==> config.mk <==
export PLATFORM = sky130hd
export DESIGN_NAME = uart_tx_arbiter
export DESIGN_NICKNAME = d
export VERILOG_FILES = /design/src/rtl/uart_pkg.sv /design/src/rtl/uart_rr_pick.sv /design/src/rtl/uart_tx_arbiter.sv
export SDC_FILE = /design/constraint.sdc
export NUM_CORES = 1
export LEC_CHECK = 0
export CORE_MARGIN = 3
export CORE_UTILIZATION = 38
export DETAILED_ROUTE_END_ITERATION = 12
export PLACE_DENSITY_LB_ADDON = 0.3
export SLEW_MARGIN = 40
export SYNTH_ARGS = -nofsm -noshare
export SYNTH_HDL_FRONTEND = slang
export SYNTH_SLANG_ARGS = --single-unit
==> constraint.sdc <==
create_clock -name PCLK -period 2.5 [get_ports PCLK]
set_clock_uncertainty 0.2 [all_clocks]
set_input_delay 0.375 -clock PCLK [delete_from_list [all_inputs] [get_ports PCLK]]
set_output_delay 0.375 -clock PCLK [all_outputs]
set_load 0.02 [all_outputs]
==> src/rtl/uart_pkg.sv <==
`default_nettype none
// ============================================================================
//  Module      : uart_pkg
//  Description : Shared constants and FSM encoding for the UART TX arbiter.
//  Revision    : 1.0 - initial release
// ============================================================================
package uart_pkg;

    localparam int DEF_NUM_REQ    = 4;
    localparam int DEF_DATA_WIDTH = 8;
    localparam int DEF_MAX_BURST  = 16;

    typedef enum logic [0:0] {
        ST_IDLE   = 1'b0,
        ST_LOCKED = 1'b1
    } arb_state_e;

endpackage : uart_pkg
`default_nettype wire

==> src/rtl/uart_rr_pick.sv <==
`default_nettype none
// ============================================================================
//  Module      : uart_rr_pick
//  Description : Combinational round-robin search; first eligible index at or
//                above rr_ptr, wrapping from NUM_REQ-1 back to 0.
//  Revision    : 1.0 - initial release
// ============================================================================
module uart_rr_pick
    import uart_pkg::*;
#(
    parameter  int NUM_REQ = DEF_NUM_REQ,
    localparam int IDX_W   = $clog2(NUM_REQ)
) (
    input  logic [NUM_REQ-1:0] eligible,
    input  logic [IDX_W-1:0]   rr_ptr,
    output logic               found,
    output logic [IDX_W-1:0]   index
);

    logic [IDX_W:0]   w_sum;
    logic [IDX_W-1:0] w_cand;

    // Walk offsets from farthest to nearest so the nearest eligible wins.
    always_comb begin
        found  = 1'b0;
        index  = '0;
        w_sum  = '0;
        w_cand = '0;
        for (int k = NUM_REQ - 1; k >= 0; k--) begin
            w_sum = {1'b0, rr_ptr} + (IDX_W + 1)'(k);
            if (w_sum >= (IDX_W + 1)'(NUM_REQ)) begin
                w_sum = w_sum - (IDX_W + 1)'(NUM_REQ);
            end
            w_cand = w_sum[IDX_W-1:0];
            if (eligible[w_cand]) begin
                found = 1'b1;
                index = w_cand;
            end
        end
    end

endmodule : uart_rr_pick
`default_nettype wire

==> src/rtl/uart_tx_arbiter.sv <==
`default_nettype none
// ============================================================================
//  Module      : uart_tx_arbiter
//  Description : Round-robin packet arbiter feeding a UART TX FIFO, with a
//                per-grant burst limit and per-channel enable.
//  Revision    : 1.0 - initial release
// ============================================================================
module uart_tx_arbiter
    import uart_pkg::*;
#(
    parameter  int NUM_REQ    = DEF_NUM_REQ,
    parameter  int DATA_WIDTH = DEF_DATA_WIDTH,
    parameter  int MAX_BURST  = DEF_MAX_BURST,
    localparam int IDX_W      = $clog2(NUM_REQ),
    localparam int CNT_W      = $clog2(MAX_BURST + 1)
) (
    input  logic                            PCLK,
    input  logic                            PRESETn,
    input  logic [NUM_REQ-1:0]              ch_enable,
    input  logic [NUM_REQ-1:0]              req_valid,
    input  logic [NUM_REQ*DATA_WIDTH-1:0]   req_data,
    input  logic [NUM_REQ-1:0]              req_last,
    output logic [NUM_REQ-1:0]              req_ready,
    input  logic                            fifo_full,
    output logic                            fifo_wr_en,
    output logic [DATA_WIDTH-1:0]           fifo_wr_data,
    output logic [IDX_W-1:0]                grant_id,
    output logic                            busy
);

    arb_state_e            state_q;
    logic [IDX_W-1:0]      grant_q;
    logic [IDX_W-1:0]      rr_ptr_q;
    logic [IDX_W-1:0]      rr_ptr_d;
    logic [CNT_W-1:0]      burst_q;
    logic [CNT_W-1:0]      burst_d;
    logic                  busy_q;

    logic [NUM_REQ-1:0]    w_eligible;
    logic                  w_found;
    logic [IDX_W-1:0]      w_pick;
    logic                  w_locked;
    logic                  w_own_en;
    logic                  w_own_valid;
    logic                  w_own_last;
    logic [DATA_WIDTH-1:0] w_own_data;
    logic                  w_own_ready;
    logic                  w_xfer;
    logic                  w_burst_max;
    logic                  w_exit;

    assign w_eligible = req_valid & ch_enable;

    uart_rr_pick #(
        .NUM_REQ (NUM_REQ)
    ) u_rr_pick (
        .eligible (w_eligible),
        .rr_ptr   (rr_ptr_q),
        .found    (w_found),
        .index    (w_pick)
    );

    // Owner-side view of the requester bus, selected by the current grant.
    always_comb begin
        w_own_en    = 1'b0;
        w_own_valid = 1'b0;
        w_own_last  = 1'b0;
        w_own_data  = '0;
        for (int i = 0; i < NUM_REQ; i++) begin
            if (grant_q == IDX_W'(i)) begin
                w_own_en    = ch_enable[i];
                w_own_valid = req_valid[i];
                w_own_last  = req_last[i];
                w_own_data  = req_data[i*DATA_WIDTH +: DATA_WIDTH];
            end
        end
    end

    // Gating with PRESETn keeps every handshake quiet during a reset cycle,
    // even if the state register still holds LOCKED from before.
    assign w_locked    = (state_q == ST_LOCKED) && PRESETn;
    assign w_own_ready = w_locked & w_own_en & ~fifo_full;
    assign w_xfer      = w_own_ready & w_own_valid;
    assign burst_d     = burst_q + CNT_W'(1);
    assign w_burst_max = (burst_d == CNT_W'(MAX_BURST));
    assign w_exit      = w_locked & (~w_own_en | (w_xfer & (w_own_last | w_burst_max)));
    assign rr_ptr_d    = (grant_q == IDX_W'(NUM_REQ - 1)) ? '0 : grant_q + IDX_W'(1);

    always_comb begin
        req_ready = '0;
        if (w_own_ready) begin
            req_ready[grant_q] = 1'b1;
        end
    end

    assign fifo_wr_en   = w_xfer;
    assign fifo_wr_data = w_locked ? w_own_data : '0;
    assign grant_id     = grant_q;
    assign busy         = busy_q & PRESETn;

    always_ff @(posedge PCLK) begin
        if (!PRESETn) begin
            state_q  <= ST_IDLE;
            grant_q  <= '0;
            rr_ptr_q <= '0;
            burst_q  <= '0;
            busy_q   <= 1'b0;
        end else begin
            case (state_q)
                ST_IDLE: begin
                    if (w_found) begin
                        grant_q <= w_pick;
                        burst_q <= '0;
                        busy_q  <= 1'b1;
                        state_q <= ST_LOCKED;
                    end
                end
                ST_LOCKED: begin
                    if (w_xfer) begin
                        burst_q <= burst_d;
                    end
                    if (w_exit) begin
                        rr_ptr_q <= rr_ptr_d;
                        busy_q   <= 1'b0;
                        state_q  <= ST_IDLE;
                    end
                end
                default: begin
                    busy_q  <= 1'b0;
                    state_q <= ST_IDLE;
                end
            endcase
        end
    end

endmodule : uart_tx_arbiter
`default_nettype wire

After elaboration in Yosys (flattened, before gate mapping)

Cells that the tools add are included.
W data, S select, Z words.

$add $sub $neg: 9
$mul: 0
Divide/modulo/power cells: 0
$lt $le $gt $ge: 10
Equality and inequality tests: 7
Shifts and indexed selects: 0
Multiplexer cells: 50
Bitwise logic cells: 12
Reduce and logical (&&, ||, !) cells: 7

Operator list:

| cell                  | count |
|---|---|
| $mux W8               | 5 |
| $mux W1               | 25 |
| $mux W2               | 9 |
| $lt A2 B3 Y1 const B  | 5 |
| $mux W5               | 2 |
| $pmux W5 S2           | 1 |
| $ge A3 B3 Y1 const B  | 3 |
| $bmux W1 S2           | 4 |
| $reduce_and A2 Y1     | 4 |
| $sub A2 B1 Y2 const B | 4 |
| $add A2 B2 Y3 const B | 2 |
| $and A1 B1 Y1         | 6 |
| $ne A2 B1 Y1 const B  | 3 |
| $add A5 B1 Y5 const B | 1 |
| $eq A5 B5 Y1 const B  | 1 |
| $and A4 B4 Y4         | 1 |
| $eq A2 B2 Y1 const B  | 2 |
| $mux W4               | 1 |
| $pmux W1 S2           | 2 |
| $add A2 B1 Y3 const B | 1 |
| $ge A2 B3 Y1 const B  | 1 |
| $not A1 Y1            | 3 |
| $add A2 B1 Y2 const B | 1 |
| $demux W1 S2          | 1 |
| 5 further kinds       | 7 |

Flip-flop bits (word level): 11
Latch bits: 0
Bits in writable memories: 0
Memory bits (read-only): 0
Input port bits: 47
Output and inout port bits: 16
Word-level logic and storage cells: 100
Memories: 0

Logic depth before layout (Yosys ltp)

Gate-level depths: netlist (run 1).

Depth in word-level cells: 13
Depth in mapped cells: 9
Mapped depth without buffers: 7

Hierarchy

From an unflattened synthesis (run 1), not the netlist that was laid out.

Cell total of the unflattened synthesis: 164
Area total of the unflattened synthesis: 1249.9 µm²

By module, submodules not included:

| module          | times used | cells each | area an instance (µm²) | seq. area each (µm²) |
|---|---|---|---|---|
| uart_tx_arbiter | 1          | 151        | 1172.4                 | 220.2 |
| uart_rr_pick    | 1          | 13         | 77.6                   | 0.0 |

Worst setup path after synthesis (run 1)

No wires, ideal clock.

Path kind: register to output
From: register grant_q[1], in the netlist grant_id[1]
To: output port req_ready[0]
Data arrival time: 1823 ps
Required time: 1925 ps
Slack: 102 ps
Stages on the path, launching flop included: 8
Path buffers: 1
Cell sequence: dfxtp_1 -> inv_1 -> ha_1 -> nor2b_1 -> buf_4 -> nand2_1 -> a31oi_1 -> and3_1

Word-level cells in the longest chain between the ends: 8
Elaborated cells between the ends (all ways): 16
Those cells by class: order compare: 2; eq/ne: 3; mux: 7; bitwise: 2; reduce/logical: 2

Ends and longest elaborated chain:

| what                       | RTL line               | text |
|---|---|---|
| start: declaration         | uart_tx_arbiter.sv:32  | `logic [IDX_W-1:0] grant_q;` |
| start signal: assignment   | uart_tx_arbiter.sv:112 | `grant_q <= w_pick;` |
| $logic_not A2 Y1           | uart_tx_arbiter.sv:70  | `if (grant_q == IDX_W'(i)) begin` |
| $mux W1 (4 in a row)       | uart_tx_arbiter.sv:70  |  |
| $and A1 B1 Y1 (2 in a row) | uart_tx_arbiter.sv:82  | `assign w_own_ready = w_locked & w_own_en & ~fifo_full;` |
| $mux W4 (*)                | uart_tx_arbiter.sv:91  | `if (w_own_ready) begin` |
| end: declaration           | uart_tx_arbiter.sv:23  | `output logic [NUM_REQ-1:0] req_ready,` |

Every way passes the cells marked *; elsewhere a longest branch is shown, timed or not.

Worst setup path after layout (run 1)

From: register grant_q[1], in the netlist grant_id[1]
To: output port req_ready[1]

The elaborated chain is that of the path after synthesis.

==> run_summary.xml, run 1 <==
<?xml version="1.0" encoding="UTF-8"?>
<metrics>
  <group name="sta">
    <metric name="hold_violations" unit="">0</metric>
    <metric name="setup-tns-final" unit="ps">-180</metric>
    <metric name="postLayoutSetupSlackWorst" unit="ps">-98.1</metric>
    <metric name="final_max_slew_viol_count" unit="">0</metric>
    <metric name="max_slew_margin" unit="%">78.2</metric>
    <metric name="min_period" unit="ps">2600</metric>
    <metric name="tightestPinTransition" unit="ps">327</metric>
    <metric name="endpoints_failing_setup" unit="">2</metric>
    <metric name="setup_repair_after_global_routing_missed_its_margin" unit="">yes</metric>
    <metric name="finalCritPeriodShare" unit="%">104</metric>
    <metric name="maxClockFrequency" unit="GHz">0.385</metric>
  </group>
  <group name="pwr">
    <metric name="leakage" unit="uW">0.000833</metric>
    <metric name="post-layout-total-power" unit="uW">761</metric>
    <metric name="irDropWorstVdd" unit="mV">0.416</metric>
    <metric name="power_density" unit="nW/um^2">373</metric>
  </group>
  <group name="detailed_routing">
    <metric name="wl_per_cell" unit="um">17.7</metric>
    <metric name="wl_met2" unit="mm">2.46</metric>
    <metric name="wire_length_on_met1" unit="mm">1.88</metric>
    <metric name="sum_of_routed_wire_length_over_all_layers" unit="mm">4.77</metric>
    <metric name="top_signal_layer_used" unit="">met4</metric>
    <metric name="dr.pass1.iters" unit="">4</metric>
    <metric name="met3_length" unit="um">315</metric>
    <metric name="viasPerCell" unit="">5.81</metric>
    <metric name="drcViolationCount" unit="">0</metric>
    <metric name="detailedRoute.firstIterationViolations" unit="">92</metric>
    <metric name="vias" unit="">1564</metric>
    <metric name="final_antenna_net_count" unit="">0</metric>
  </group>
  <group name="clock_network">
    <metric name="clock_tree_from_tritoncts" unit="">yes</metric>
    <metric name="cts.clk_slew.worst_paths" unit="ps">70</metric>
    <metric name="clock_sink_count" unit="">11</metric>
    <metric name="cts_max_path_buffers" unit="">2</metric>
    <metric name="number_of_buffers_created_by_cts" unit="">3</metric>
    <metric name="root_buffer_cell" unit="">clkbuf_4</metric>
    <metric name="post_cts_hold_buffer_count" unit="">0</metric>
    <metric name="clk_latency_worst_skew_pair" unit="ps">280</metric>
    <metric name="cts_htree_levels" unit="">1</metric>
  </group>
  <group name="critical_path">
    <metric name="worstPathRequired" unit="ps">1920</metric>
    <metric name="timing.critical_path.slowest_stage_cell" unit="">dfxtp_4</metric>
    <metric name="critical-path-max-stage-delay" unit="ps">370</metric>
    <metric name="timing.critical_path.arrival" unit="ps">2020</metric>
    <metric name="worstRegToRegCells" unit="">8</metric>
    <metric name="path_class" unit="">flip-flop to primary output</metric>
    <metric name="cp_capture_type" unit="">primary output</metric>
    <metric name="cp_max_fo" unit="">5</metric>
    <metric name="cp_cell_sequence" unit="">inv_1 &gt; ha_2 &gt; nor2b_4 &gt; nand2_1 &gt; a31oi_1 &gt; buf_4 &gt; and3_1 &gt; clkdlybuf4s15_2</metric>
    <metric name="start_kind" unit="">flip-flop</metric>
    <metric name="timing.critical_path.from" unit="">grant_id[1]</metric>
    <metric name="r2r_start" unit="">grant_id[1]</metric>
    <metric name="critical_path.reg2reg.endpoint" unit="">burst_q[2]</metric>
    <metric name="regToRegSetupSlack" unit="ps">230</metric>
  </group>
  <group name="global_route">
    <metric name="largest_net_degree_at_the_start_of_global_routing" unit="">13</metric>
    <metric name="grt_pass1_vias" unit="">1429</metric>
    <metric name="grt_overflow_total" unit="">0</metric>
    <metric name="grt_first_pass_wirelength" unit="mm">6.91</metric>
    <metric name="grt_antenna_before_repair" unit="">0</metric>
    <metric name="track_usage" unit="%">25.0</metric>
  </group>
  <group name="finish">
    <metric name="fillers" unit="">189</metric>
    <metric name="num_antenna_cells" unit="">0</metric>
    <metric name="drive_gt1_share" unit="%">28.9</metric>
    <metric name="fin_nets" unit="">292</metric>
    <metric name="seq_area" unit="um^2">228</metric>
    <metric name="syn2layout_area_growth" unit="%">86.4</metric>
    <metric name="footprint_of_the_multi_input_gates" unit="um^2">915</metric>
  </group>
  <group name="logic_synthesis">
    <metric name="post_synthesis_cell_area" unit="um^2">1100</metric>
    <metric name="ys.flop_type" unit="">dfxtp_1</metric>
    <metric name="synth-edff-count" unit="">0</metric>
    <metric name="synth_top_family_by_area" unit="">simple AND/OR/NAND/NOR gates</metric>
    <metric name="postSynthNetCount" unit="">205</metric>
    <metric name="synthTopCellsByArea" unit="">dfxtp_1, a21oi_1, a221oi_1, nor2b_1, nand2_1</metric>
    <metric name="synth_top_cell_by_area" unit="">dfxtp_1</metric>
    <metric name="post_synth_inst_count" unit="">153</metric>
    <metric name="synth_sequential_area_ratio" unit="%">20.1</metric>
    <metric name="most_numerous_cell_in_the_yosys_netlist" unit="">nand2_1</metric>
    <metric name="synth.top_cell.area_share" unit="%">20.1</metric>
    <metric name="yosys.area_share.simple" unit="%">34.0</metric>
    <metric name="synth-compound-area-share" unit="%">31.5</metric>
    <metric name="synth_xor_area_share" unit="%">0</metric>
    <metric name="synth.mux.area_fraction" unit="%">1.83</metric>
    <metric name="postSynth.asyncResetShare" unit="%">0</metric>
    <metric name="synth_adder_area_share" unit="%">5.71</metric>
    <metric name="synth.ff_latch_count" unit="">11</metric>
    <metric name="synth_area_per_cell" unit="um^2">7.16</metric>
    <metric name="synthDistinctLibCells" unit="">42</metric>
    <metric name="post_synth_most_frequent_cells" unit="">nand2_1, a21oi_1, nor2_1, dfxtp_1, nor2b_1</metric>
    <metric name="yosysWarningCount" unit="">0</metric>
  </group>
  <group name="floorplanning">
    <metric name="ios" unit="">63</metric>
    <metric name="core.rowCount" unit="">18</metric>
    <metric name="core-area" unit="um^2">2610</metric>
    <metric name="die_h" unit="um">59.7</metric>
    <metric name="die_width" unit="um">59.7</metric>
    <metric name="initial_utilization" unit="%">42.0</metric>
    <metric name="die_area" unit="um^2">3560</metric>
  </group>
  <group name="min_path">
    <metric name="hold-path-endpoint" unit="">busy_q</metric>
    <metric name="hold_start" unit="">busy_q</metric>
    <metric name="hold-path-cell-count" unit="">2</metric>
    <metric name="worst_min_path_class" unit="">flip-flop to flip-flop</metric>
  </group>
  <group name="run_status">
    <metric name="outcome" unit="">finished with violations</metric>
    <metric name="violations" unit="">negative setup slack</metric>
  </group>
  <group name="placement">
    <metric name="post-dp-hpwl" unit="mm">3.44</metric>
    <metric name="routability_cong" unit="">0.913</metric>
    <metric name="port_buffers" unit="">62</metric>
  </group>
  <group name="flow_run">
    <metric name="cap_violations" unit="">0</metric>
  </group>
</metrics>
-- what timing repair did --
action,in CTS,in global routing
gates resized for setup,61,27
endpoints found under the setup margin,13,13
pin swaps,0,6
buffers inserted,0,2
-- per-layer routing --
metal,global-route usage (%),vias to the layer above
met3,6.48,13
met5,0,-
li1,-,745
met4,2.85,0
met1,33.3,739
met2,41.7,67
-- cell families after synthesis --
| group | after synthesis |
|---|---|
| mux | 2 |
| fa+ha+maj | 5 |
| flops | 11 |
| compound gates | 51 |
| buf+inv | 13 |
| simple gates | 71 |
-- through the flow --
step                      std cells  util [%]  setup WS (ps)  area, um^2  hold WS, ps
after CTS                       267      74.4          -34.8        1940          330
after detailed placement        263      72.6           -228        1900          317
after floorplan                 153         -            102        1100          257
after global routing            269      78.2           -215        2040          367
after global placement          263      72.6           -122        1900          273
final                           269      78.2          -98.1        2040          329
-- report_power, final --
group | switching (uW) | total, uW | internal, uW | leakage [uW]
logic | 200 | 432 | 232 | 0.000724
registers | 13.5 | 201 | 187 | 0.0000911
clock network | 69.1 | 129 | 59.5 | 0.0000177
-- sequential cells by signal (all words and copies together) (netlist names) --
register,flops
burst_q,5
grant_id,2
busy_q,1
rr_ptr_q,2
state_q,1
-- layout make-up --
cell class / count / area share [%]
timing repair buffer: 91 / 40.0
tap: 30 / 1.84
multi-input combinational: 129 / 44.8
sequential: 11 / 11.1
inverter: 4 / 0.857
clock inverter: 1 / 0.245
clock buffer: 3 / 1.10
-- layout by cell type, fill, tap and decap left out, types with 2 or more instances in the layout --
cell	count
nor2b_1	10
mux2i_1	2
clkbuf_4	3
a21oi_1	14
o211ai_1	3
o31ai_1	2
buf_2	4
clkdlybuf4s15_2	2
clkdlybuf4s50_1	49
inv_1	3
nand2b_1	3
and3b_1	2
nor2_1	11
dfxtp_1	9
o21ai_0	6
and3_1	4
dfxtp_4	2
buf_4	33
a221oi_4	2
nand2_1	17
nand3_1	4
buf_6	2
nor3_1	7
a221oi_2	5
a31oi_1	3
ha_2	3
o22ai_1	2
-- critical path: cells and delay by family (launching register included) --
family	cells	cell delay, ps
flip-flops	1	370
buffers and inverters	3	520
adder cells (fa/ha/maj)	1	200
AO/OA/AOI/OAI	1	210
AND/OR/NAND/NOR	3	450
-- how the worst max path moves through the flow --
stage                 endpoint  depth (start not counted)
2_1_floorplan     req_ready[0]                          7
3_3_place_gp        fifo_wr_en                          6
3_5_place_dp   fifo_wr_data[3]                          9
4_1_cts        fifo_wr_data[3]                          9
5_1_grt           req_ready[1]                          8
6_report          req_ready[1]                          8
Power figures use the tool's default switching activity.
==> run 2, diff against run 1 <==
--- a/config.mk
+++ b/config.mk
@@ -5,8 +5,10 @@
 export SDC_FILE = /design/constraint.sdc
 export NUM_CORES = 1
 export LEC_CHECK = 0
+export CAP_MARGIN = 20
 export CORE_MARGIN = 3
 export CORE_UTILIZATION = 38
+export CTS_CLUSTER_SIZE = 40
 export DETAILED_ROUTE_END_ITERATION = 12
 export PLACE_DENSITY_LB_ADDON = 0.3
 export SLEW_MARGIN = 40
==> results of run 2 <==
Final layout, timing and power as in run 1 (identical DEF).
